===== src/rtl/pipe_stage_pkg.sv =====
// Shared types and helpers for the parametrised operand-sequencing pipe stage.
package pipe_stage_pkg;

   typedef enum logic [1:0] {
      MODE_SCALE = 2'd0,
      MODE_PAIR  = 2'd1,
      MODE_NORM  = 2'd2,
      MODE_RSVD  = 2'd3
   } mode_e;

   typedef enum logic [1:0] {
      ST_IDLE = 2'd0,
      ST_RUN  = 2'd1,
      ST_DONE = 2'd2
   } state_e;

   // Maximum number of stages a load can run in the given mode.
   // PAIR mode consumes two lanes per stage.
   function automatic int stage_limit(mode_e m, int lanes);
      return (m == MODE_PAIR) ? lanes / 2 : lanes;
   endfunction

endpackage


===== src/rtl/pipe_pair_sel.sv =====
// Combinational selection of the next (op1, op2) pair from the captured lanes.
module pipe_pair_sel
   import pipe_stage_pkg::*;
#(
   parameter int DATA_W = 16,
   parameter int LANES  = 8,
   parameter int CNT_W  = $clog2(LANES + 1),
   parameter int POS_W  = $clog2(DATA_W)
) (
   input  logic [LANES-1:0][DATA_W-1:0] lanes_i,
   input  logic [DATA_W-1:0]            scale_i,
   input  logic [POS_W-1:0]             pos_i,
   input  mode_e                        mode_i,
   input  logic [CNT_W-1:0]             stage_i,
   output logic [DATA_W-1:0]            op1_o,
   output logic [DATA_W-1:0]            op2_o
);

   logic [CNT_W:0]      idx_a;
   logic [CNT_W:0]      idx_b;
   logic [DATA_W-1:0]   lane_a;
   logic [DATA_W-1:0]   lane_b;
   logic [DATA_W-1:0]   mask;

   // Pick lane(s) for this stage, then form the pair according to mode.
   // Out-of-range indices (never consumed by the parent) read as zero.
   always_comb begin
      idx_a  = (mode_i == MODE_PAIR) ? {stage_i, 1'b0} : {1'b0, stage_i};
      idx_b  = idx_a + (CNT_W+1)'(1);
      lane_a = '0;
      lane_b = '0;
      for (int k = 0; k < LANES; k++) begin
         if (idx_a == (CNT_W+1)'(k)) lane_a = lanes_i[k];
         if (idx_b == (CNT_W+1)'(k)) lane_b = lanes_i[k];
      end
      mask = ~({DATA_W{1'b1}} << pos_i);
      case (mode_i)
         MODE_PAIR: begin
            op1_o = lane_a;
            op2_o = lane_b;
         end
         MODE_NORM: begin
            op1_o = $unsigned($signed(lane_a) >>> pos_i);
            op2_o = lane_a & mask;
         end
         default: begin
            op1_o = lane_a;
            op2_o = scale_i;
         end
      endcase
   end

endmodule


===== src/rtl/pipe_stage_param.sv =====
// Parametrised operand-sequencing pipe stage: captures LANES operands in one
// handshake and emits one registered operand pair per non-stalled cycle.
module pipe_stage_param
   import pipe_stage_pkg::*;
#(
   parameter int DATA_W = 16,
   parameter int LANES  = 8,
   parameter int CNT_W  = $clog2(LANES + 1),
   parameter int POS_W  = $clog2(DATA_W)
) (
   input  logic                      CLK_i,
   input  logic                      RST_i,
   input  logic                      stall_i,
   input  logic                      valid_i,
   output logic                      ready_o,
   input  logic [LANES*DATA_W-1:0]   operand_i,
   input  logic [DATA_W-1:0]         scale_i,
   input  logic [CNT_W-1:0]          norm_n,
   input  logic [POS_W-1:0]          pos,
   input  logic [1:0]                mode,
   output logic                      out_valid_o,
   output logic [DATA_W-1:0]         operand1_o,
   output logic [DATA_W-1:0]         operand2_o,
   output logic [CNT_W-1:0]          stage_o,
   output logic                      stage_boundary_o,
   output logic                      finished_o,
   output logic                      busy_o,
   output logic                      mode_err_o
);

   logic [LANES-1:0][DATA_W-1:0] lanes_in;
   logic [LANES-1:0][DATA_W-1:0] lanes_d, lanes_q, sel_lanes;
   logic [DATA_W-1:0]            scale_d, scale_q, sel_scale;
   logic [POS_W-1:0]             pos_d, pos_q, sel_pos;
   mode_e                        mode_d, mode_q, sel_mode, mode_in_eff;
   logic [CNT_W-1:0]             n_d, n_q, n_in, lim, sel_stage, stage_nxt;
   state_e                       state_d, state_q;
   logic                         out_valid_d, out_valid_q;
   logic [DATA_W-1:0]            op1_d, op1_q, op2_d, op2_q, sel_op1, sel_op2;
   logic [CNT_W-1:0]             stage_d, stage_q;
   logic                         bnd_d, bnd_q;
   logic                         fin_d, fin_q;
   logic                         merr_d, merr_q;
   logic                         accept;

   assign lanes_in = operand_i;

   // On the accept cycle the selector works on the live inputs so pair 0 is
   // registered at the same edge the load is captured.
   always_comb begin
      accept      = (state_q == ST_IDLE) & ~stall_i & valid_i;
      mode_in_eff = (mode_e'(mode) == MODE_RSVD) ? MODE_SCALE : mode_e'(mode);
      lim         = CNT_W'(stage_limit(mode_in_eff, LANES));
      n_in        = (norm_n > lim) ? lim : norm_n;
      stage_nxt   = stage_q + CNT_W'(1);
      sel_lanes   = accept ? lanes_in    : lanes_q;
      sel_scale   = accept ? scale_i     : scale_q;
      sel_pos     = accept ? pos         : pos_q;
      sel_mode    = accept ? mode_in_eff : mode_q;
      sel_stage   = accept ? '0          : stage_nxt;
   end

   pipe_pair_sel #(
      .DATA_W (DATA_W),
      .LANES  (LANES),
      .CNT_W  (CNT_W),
      .POS_W  (POS_W)
   ) u_sel (
      .lanes_i (sel_lanes),
      .scale_i (sel_scale),
      .pos_i   (sel_pos),
      .mode_i  (sel_mode),
      .stage_i (sel_stage),
      .op1_o   (sel_op1),
      .op2_o   (sel_op2)
   );

   // Next-state: everything holds under stall; stage_q doubles as the counter.
   always_comb begin
      lanes_d     = lanes_q;
      scale_d     = scale_q;
      pos_d       = pos_q;
      mode_d      = mode_q;
      n_d         = n_q;
      state_d     = state_q;
      out_valid_d = out_valid_q;
      op1_d       = op1_q;
      op2_d       = op2_q;
      stage_d     = stage_q;
      bnd_d       = bnd_q;
      fin_d       = fin_q;
      merr_d      = merr_q;
      if (!stall_i) begin
         case (state_q)
            ST_IDLE: begin
               if (valid_i) begin
                  lanes_d = lanes_in;
                  scale_d = scale_i;
                  pos_d   = pos;
                  mode_d  = mode_in_eff;
                  n_d     = n_in;
                  merr_d  = merr_q | (mode == 2'd3);
                  if (n_in == '0) begin
                     state_d = ST_DONE;
                     fin_d   = 1'b1;
                  end else begin
                     state_d     = ST_RUN;
                     out_valid_d = 1'b1;
                     op1_d       = sel_op1;
                     op2_d       = sel_op2;
                     stage_d     = '0;
                     bnd_d       = (n_in == CNT_W'(1));
                  end
               end
            end
            ST_RUN: begin
               if (stage_q == n_q - CNT_W'(1)) begin
                  state_d     = ST_DONE;
                  out_valid_d = 1'b0;
                  bnd_d       = 1'b0;
                  fin_d       = 1'b1;
               end else begin
                  op1_d   = sel_op1;
                  op2_d   = sel_op2;
                  stage_d = stage_nxt;
                  bnd_d   = (stage_nxt == n_q - CNT_W'(1));
               end
            end
            ST_DONE: begin
               state_d = ST_IDLE;
               fin_d   = 1'b0;
            end
            default: state_d = ST_IDLE;
         endcase
      end
   end

   // State and output registers; reset abandons any load in flight.
   always_ff @(posedge CLK_i or negedge RST_i) begin
      if (!RST_i) begin
         lanes_q     <= '0;
         scale_q     <= '0;
         pos_q       <= '0;
         mode_q      <= MODE_SCALE;
         n_q         <= '0;
         state_q     <= ST_IDLE;
         out_valid_q <= 1'b0;
         op1_q       <= '0;
         op2_q       <= '0;
         stage_q     <= '0;
         bnd_q       <= 1'b0;
         fin_q       <= 1'b0;
         merr_q      <= 1'b0;
      end else begin
         lanes_q     <= lanes_d;
         scale_q     <= scale_d;
         pos_q       <= pos_d;
         mode_q      <= mode_d;
         n_q         <= n_d;
         state_q     <= state_d;
         out_valid_q <= out_valid_d;
         op1_q       <= op1_d;
         op2_q       <= op2_d;
         stage_q     <= stage_d;
         bnd_q       <= bnd_d;
         fin_q       <= fin_d;
         merr_q      <= merr_d;
      end
   end

   assign ready_o          = (state_q == ST_IDLE) & ~stall_i;
   assign busy_o           = (state_q != ST_IDLE);
   assign out_valid_o      = out_valid_q;
   assign operand1_o       = op1_q;
   assign operand2_o       = op2_q;
   assign stage_o          = stage_q;
   assign stage_boundary_o = bnd_q;
   assign finished_o       = fin_q;
   assign mode_err_o       = merr_q;

endmodule


===== config.mk =====
export PLATFORM = sky130hd
export DESIGN_NAME = pipe_stage_param
export DESIGN_NICKNAME = d
export VERILOG_FILES = /design/src/rtl/pipe_stage_pkg.sv /design/src/rtl/pipe_pair_sel.sv /design/src/rtl/pipe_stage_param.sv
export SDC_FILE = /design/constraint.sdc
export NUM_CORES = 1
export LEC_CHECK = 0
export CAP_MARGIN = 20
export CELL_PAD_IN_SITES_DETAIL_PLACEMENT = 0
export CELL_PAD_IN_SITES_GLOBAL_PLACEMENT = 1
export CORE_ASPECT_RATIO = 1.2
export CORE_MARGIN = 10
export CORE_UTILIZATION = 36
export DETAILED_ROUTE_END_ITERATION = 16
export GPL_ROUTABILITY_DRIVEN = 0
export PLACE_DENSITY = 0.76
export SYNTH_ARGS = -nofsm -noshare
export SYNTH_HDL_FRONTEND = slang
export SYNTH_SLANG_ARGS = --single-unit

===== constraint.sdc =====
create_clock -name CLK_i -period 4.7 [get_ports CLK_i]
set_input_delay 0.47 -clock CLK_i [delete_from_list [all_inputs] [get_ports CLK_i]]
set_output_delay 0.47 -clock CLK_i [all_outputs]
set_load 0.02 [all_outputs]

==> results of run 1 <==
## registers in the layout (all words and copies together) (netlist names)
register / count
lanes_q: 128
finished_o: 1
state_q: 2
n_q: 4
mode_err_o: 1
operand1_o: 16
out_valid_o: 1
pos_q: 4
mode_q: 2
stage_o: 4
scale_q: 16
stage_boundary_o: 1
operand2_o: 16
## per-stage QoR
stage	instances	hold WS (ns)	util, %	TNS [ns]
finish	2079	0.1225	47.11	0
global route	2079	0.1786	47.11	0
global placement	2047	0.4464	45.01	0
CTS	2079	0.1521	47.11	0
floorplan	1462	0.1744	-	-0.5157
detailed placement	2047	0.4532	45.01	0
## worst max-delay path: stages, from the launching register on
cell,delay [ns]
dfrtp_1,0.48
or4b_4,0.65
nand2_4,0.11
nand2_2,0.07
inv_2,0.07
ha_4,0.19
or3b_4,0.40
a22o_4,0.30
nor3_4,0.31
a221oi_1,0.15
a2111oi_0,0.40
nor2b_1,0.14
buf_4,0.19
o21ai_0,0.25
mux2i_1,0.11
o31ai_1,0.26
nor3_1,0.08
## worst max-delay path by stage
| stage | end | startpoint | cells after the start |
|---|---|---|---|
| after floorplan | operand1_o[6]$_DFFE_PN0P_ | stall_i | 22 |
| after global placement | operand1_o[6]$_DFFE_PN0P_ | stall_i | 17 |
| after detailed placement | operand1_o[4]$_DFFE_PN0P_ | stall_i | 17 |
| after CTS | operand1_o[4]$_DFFE_PN0P_ | state_q[1]$_DFFE_PN0P_ | 16 |
| after global routing | operand1_o[7]$_DFFE_PN0P_ | state_q[1]$_DFFE_PN0P_ | 16 |
| final | operand1_o[4]$_DFFE_PN0P_ | state_q[1]$_DFFE_PN0P_ | 16 |
## Yosys cell counts, drive strengths merged, types with 16 or more instances
cell type / n
a21oi: 52
a22oi: 19
buf: 64
clkbuf: 37
dfrtp: 196
inv: 29
mux2i: 25
nand2: 519
nand3: 34
nand4: 16
nor2: 75
nor3: 25
o211ai: 19
o21ai: 81
o22ai: 16
## power breakdown
part           switching, W  leakage [nW]  total [W]  internal [W]
logic               0.00507          4.07    0.00822       0.00315
registers          0.000580          2.44    0.00309       0.00251
clock network      0.000691         0.326    0.00170       0.00101
total               0.00634          6.84     0.0130       0.00667
## area by class of cell
type / count / area [µm²]
timing repair buffer: 279 / 2646
tap: 407 / 509.2
multi-input combinational: 1136 / 6347
clock buffer: 21 / 480.5
inverter: 29 / 108.9
sequential: 196 / 4905
clock inverter: 11 / 196.4
fill: 3250 / 17060
## kinds of logic after synthesis
family	count (synthesis)
muxes	32
adders and majority gates	7
DFF	196
buffers and inverters	130
and+or+nand+nor	744
xor gates and xnor gates	13
AOI/OAI and AO/OA	340
## routing by layer
layer / share of wire (%) / wire length [µm] / up-vias
met4: 3.5 / 1694 / 2
met3: 7.8 / 3770 / 96
met5: 0.042 / 20 / -
li1: - / - / 5505
met2: 48 / 23280 / 570
met1: 40 / 19290 / 5780
==> metrics.md, run 1 <==
| Metric | Value |
|---|---|
| Outcome | `complete, no violations` |
| Initial Utilization | `36.46%` |
| Final-report hold violation count | `0` |
| Mux share of post-synthesis cell area | `3.320%` |
| Busiest grt layer | `met2` |
| CP Max Fanout | `11` |
| Final setup margin | `0.4137 ns` |
| First-pass GRT wire length | `72190 µm` |
| Vias in the first global route | `11910` |
| XOR/XNOR Fraction of Synth Area | `1.032%` |
| CTS tree | `done` |
| # H-tree levels | `4` |
| Clock buffer depth | `2` |
| Tot GR Track Use | `23.46%` |
| Worst slack, placed | `0.04380 ns` |
| Most frequent cells in the layout | `nand2_1, clkdlybuf4s50_1, dfrtp_1` |
| Post-synthesis cell type count | `90` |
| Core Area | `0.03225 mm²` |
| GR Util met2 | `38.95%` |
| Ys flop type | `dfrtp_1` |
| Critical Path Start Type | `flop` |
| IO buf count | `199` |
| CP arrival | `4.62 ns` |
| Sequential share of the synthesized area | `41.71%` |
| Slew @ Worst Pin | `1.122 ns` |
| Commonest non-fill, non-tap cell in the layout | `nand2_1` |
| Crit path capture type | `flop` |
| Total power draw | `0.01301 W` |
| Worst relative slew slack | `24.68%` |
| Worst R2R End | `operand1_o[4]$_DFFE_PN0P_` |
| Diode count | `0` |
| Final wirelength | `48060 µm` |
| Post-route ant nets | `0` |
| CTS Buf Count | `17` |
| Reg2reg setup slack | `0.41 ns` |
| Placed cell area | `0.01452 mm²` |
| Post-synth EDFFs | `0` |
| PwrDens | `856.4 mW/mm²` |
| Initial DRC Count | `1477` |
| Fin Clk Skew | `0.01273 ns` |
| Area grow syn2layout | `29.21%` |
| FMAX | `233.3 MHz` |
| Min-delay worst type | `in2async` |
| Final Cycle Share | `91.20%` |
| Vias per Instance | `5.749` |
| HPWL Detailed | `36630 µm` |
| Worst r2r src | `state_q[1]$_DFFE_PN0P_` |
| I/O Pins | `200` |
| CTS hold repair buffers | `0` |
| Cell area after layout | `0.01519 mm²` |
| Die width | `185.0 µm` |
| Yosys top cell area share | `41.71%` |
| Yosys warning count | `0` |
| Worst R2R Path Depth | `16` |
| Area contributors post-synth | `dfrtp_1, nand2_1, o21ai_0` |
| Synth Cell Area | `0.01176 mm²` |
| Max-Cap Viols | `0` |
| Final Setup Violations | `0` |
| Peak supply drop | `336.6 µV` |
| Syn_nets | `1627` |
| Post-route minimum period | `4.286 ns` |
| Crit Path Category | `reg2reg` |
| Ys async rst share | `100.0%` |
| Fin. max-slew vios | `0` |
| Largest net degree at the start of global routing | `147` |
| Antenna violations before repair | `1` |
| Avg Synthesized Cell Area | `8.043 µm²` |
| DRC | `0` |
| Syn Inst Count | `1462` |
| Lkg Pwr | `6.840 nW` |
| Vias | `11950` |
| GR Util met3 | `4.750%` |
| Die Footprint | `0.04032 mm²` |
| Post-Synth Simple-Gate Area | `27.14%` |
| WL/cell | `23.12 µm` |
| CTS Sinks | `196` |
| Congestion Overflow GR | `0` |
| Post-cts sizing count | `0` |
| Clock-pin transition on the worst setup and hold timing paths | `0.08 ns` |
| Post-layout nets | `1824` |
| Flops & latches, synth | `196` |
| Row Count | `72` |
| Die height | `218.0 µm` |
| Unrepaired setup endpoints after global routing | `no` |
| Synth Area in Compound Gates | `20.71%` |
| Area share of fa/ha/maj cells after synthesis | `0.7448%` |
| Combinational family with the most area after synthesis | `simple AND/OR/NAND/NOR gates` |
| Post-synth top area cell | `dfrtp_1` |
| Number of post-CTS setup repair buffers | `0` |
| Root Buffer | `clkbuf_16` |
| Clock Latency Late Sink | `0.45 ns` |
| First-pass detailed-route iteration total | `6` |
| Worst path required time | `5.04 ns` |
| Met1 GRT Util | `29.34%` |
| Share of post-route cells with drive strength above 1 | `10.71%` |
Note: power is estimated with default switching activity, not from simulation.
==> run 2: changes to the inputs <==
CORE_MARGIN = 4   (was 10)
CORE_UTILIZATION = 40   (was 36)
PLACE_DENSITY = 0.8   (was 0.76)
clock period = 4.5 ns   (was 4.7 ns; I/O delays follow)
==> metrics.md, run 2 (synthesis results as in run 1) <==
| Metric | Value |
|---|---|
| CTS Buf Count | `17` |
| Commonest non-fill, non-tap cell in the layout | `nand2_1` |
| Tot GR Track Use | `28.46%` |
| Vias | `12240` |
| Clock Latency Late Sink | `0.46 ns` |
| Final wirelength | `46290 µm` |
| Crit path depth | `16` |
| CTS hold repair buffers | `0` |
| Unrepaired setup endpoints after global routing | `no` |
| Initial Utilization | `40.77%` |
| WL/cell | `21.89 µm` |
| CP bufs+invs | `3` |
| Crit Path Category | `in2reg` |
| Worst relative slew slack | `36.60%` |
| Initial DRC Count | `1404` |
| Crit path capture type | `flop` |
| Lkg Pwr | `7.117 nW` |
| Post-layout nets | `1882` |
| Outcome | `complete, no violations` |
| CP peak stage delay | `0.68 ns` |
| Fin Clk Skew | `0.02104 ns` |
| Post-route minimum period | `4.241 ns` |
| I/O Pins | `200` |
| Vias per Instance | `5.789` |
| CP Max Fanout | `12` |
| DRC | `0` |
| Fin. max-slew vios | `0` |
| Most frequent cells in the layout | `nand2_1, clkdlybuf4s50_1, dfrtp_1` |
| Diode count | `0` |
| Die width | `164.5 µm` |
| Critical Path Start Type | `input port` |
| Largest net degree at the start of global routing | `116` |
| PwrDens | `918.0 mW/mm²` |
| IO buf count | `199` |
| Final-report hold violation count | `0` |
| Antenna violations before repair | `0` |
| Worst R2R Path Depth | `15` |
| First-pass GRT wire length | `70790 µm` |
| Crit path max-delay cell type | `or4b_1` |
| Peak supply drop | `423.8 µV` |
| Crit path cell chain | `clkdlybuf4s50_1 -> or4b_4 -> buf_4 -> nand2_4 -> o21ai_4 -> ha_4 -> or4b_1 -> buf_4 -> o21ai_4 -> o21ai_0 -> a211oi_2 -> nor2_1 -> a22oi_1 -> o211ai_1 -> a21oi_1 -> nor3_1` |
| Die Footprint | `0.03222 mm²` |
| Final setup margin | `0.2594 ns` |
| Util after Layout | `54.11%` |
| Final Cycle Share | `94.24%` |
| Fill cells | `2718` |
| Max-Cap Viols | `0` |
| Placed cell area | `0.01495 mm²` |
| Slew @ Worst Pin | `0.9510 ns` |
| Biggest register | `lanes_q` |
| Congestion Overflow GR | `0` |
| Share of post-route cells with drive strength above 1 | `13.82%` |
| Area grow syn2layout | `32.73%` |
| Worst path required time | `4.83 ns` |
| Final Setup Violations | `0` |
| CTS tree | `done` |
| Crit path max-delay family | `simple AND/OR/NAND/NOR gates` |
| # H-tree levels | `4` |
| Min-delay worst type | `in2async` |
| Cell area after layout | `0.01561 mm²` |
| Number of post-CTS setup repair buffers | `0` |
| First-pass detailed-route iteration total | `5` |
| Max reg flops | `128` |
| Root Buffer | `clkbuf_16` |
| Die height | `195.8 µm` |
| Clock buffer depth | `2` |
| Post-route ant nets | `0` |
| Row Count | `68` |
| CTS Sinks | `196` |
| Vias in the first global route | `12190` |
| Clock-pin transition on the worst setup and hold timing paths | `0.08 ns` |
| Worst slack, placed | `-0.1202 ns` |
| Total power draw | `0.01433 W` |
| Core Area | `0.02884 mm²` |
| FMAX | `235.8 MHz` |
| CP arrival | `4.58 ns` |
| Post-cts sizing count | `0` |
| HPWL Detailed | `34990 µm` |
| Final TNS setup | `0 ns` |
==> run 2: layout make-up <==
cell class / count / area [µm²] / share of cell area, %
Multi-Input combinational cell: 1136 / 6357 / 40.73
Sequential cell: 196 / 4905 / 31.43
Timing Repair Buffer: 337 / 3094 / 19.83
Tap cell: 385 / 481.7 / 3.086
Clock buffer: 17 / 425.4 / 2.726
Clock inverter: 15 / 235.2 / 1.507
Inverter: 29 / 108.9 / 0.6974
==> run 2: path summary, 6_finish.rpt <==
kind / startpoint / to / slack [ns]
setup / recovery: stall_i / operand1_o[9]$_DFFE_PN0P_ / 0.26
hold / removal: RST_i / lanes_q[25]$_DFFE_PN0P_ / 0.16
setup reg to reg: state_q[1]$_DFFE_PN0P_ / operand1_o[9]$_DFFE_PN0P_ / 0.32
hold reg to reg: scale_q[6]$_DFFE_PN0P_ / scale_q[6]$_DFFE_PN0P_ / 0.48
max in group asynchronous: RST_i / scale_q[12]$_DFFE_PN0P_ / 3.33
min in group CLK_i: scale_q[6]$_DFFE_PN0P_ / scale_q[6]$_DFFE_PN0P_ / 0.48
==> run 2: metal layers <==
metal  track usage, %  share of wire, %  vias to the layer above
met1            38.37                41                     5886
met3            4.266               7.6                       96
met5                0                 0                        -
li1                 -                 -                     5624
met4            10.97               3.9                        0
met2            46.22                48                      637
==> run 2: where the power goes <==
part / internal, W / switching [W] / total [W]
sequential: 0.00262 / 0.000590 / 0.00322
combinational: 0.00388 / 0.00553 / 0.00941
clock: 0.000913 / 0.000791 / 0.00170
total: 0.00742 / 0.00691 / 0.0143
==> run 2: through the flow <==
step,hold WS (ns),instances
after floorplan,0.1544,1462
after global placement,0.4444,2083
after detailed placement,0.4509,2083
after CTS,0.1911,2115
after global routing,0.2288,2115
final,0.1551,2115
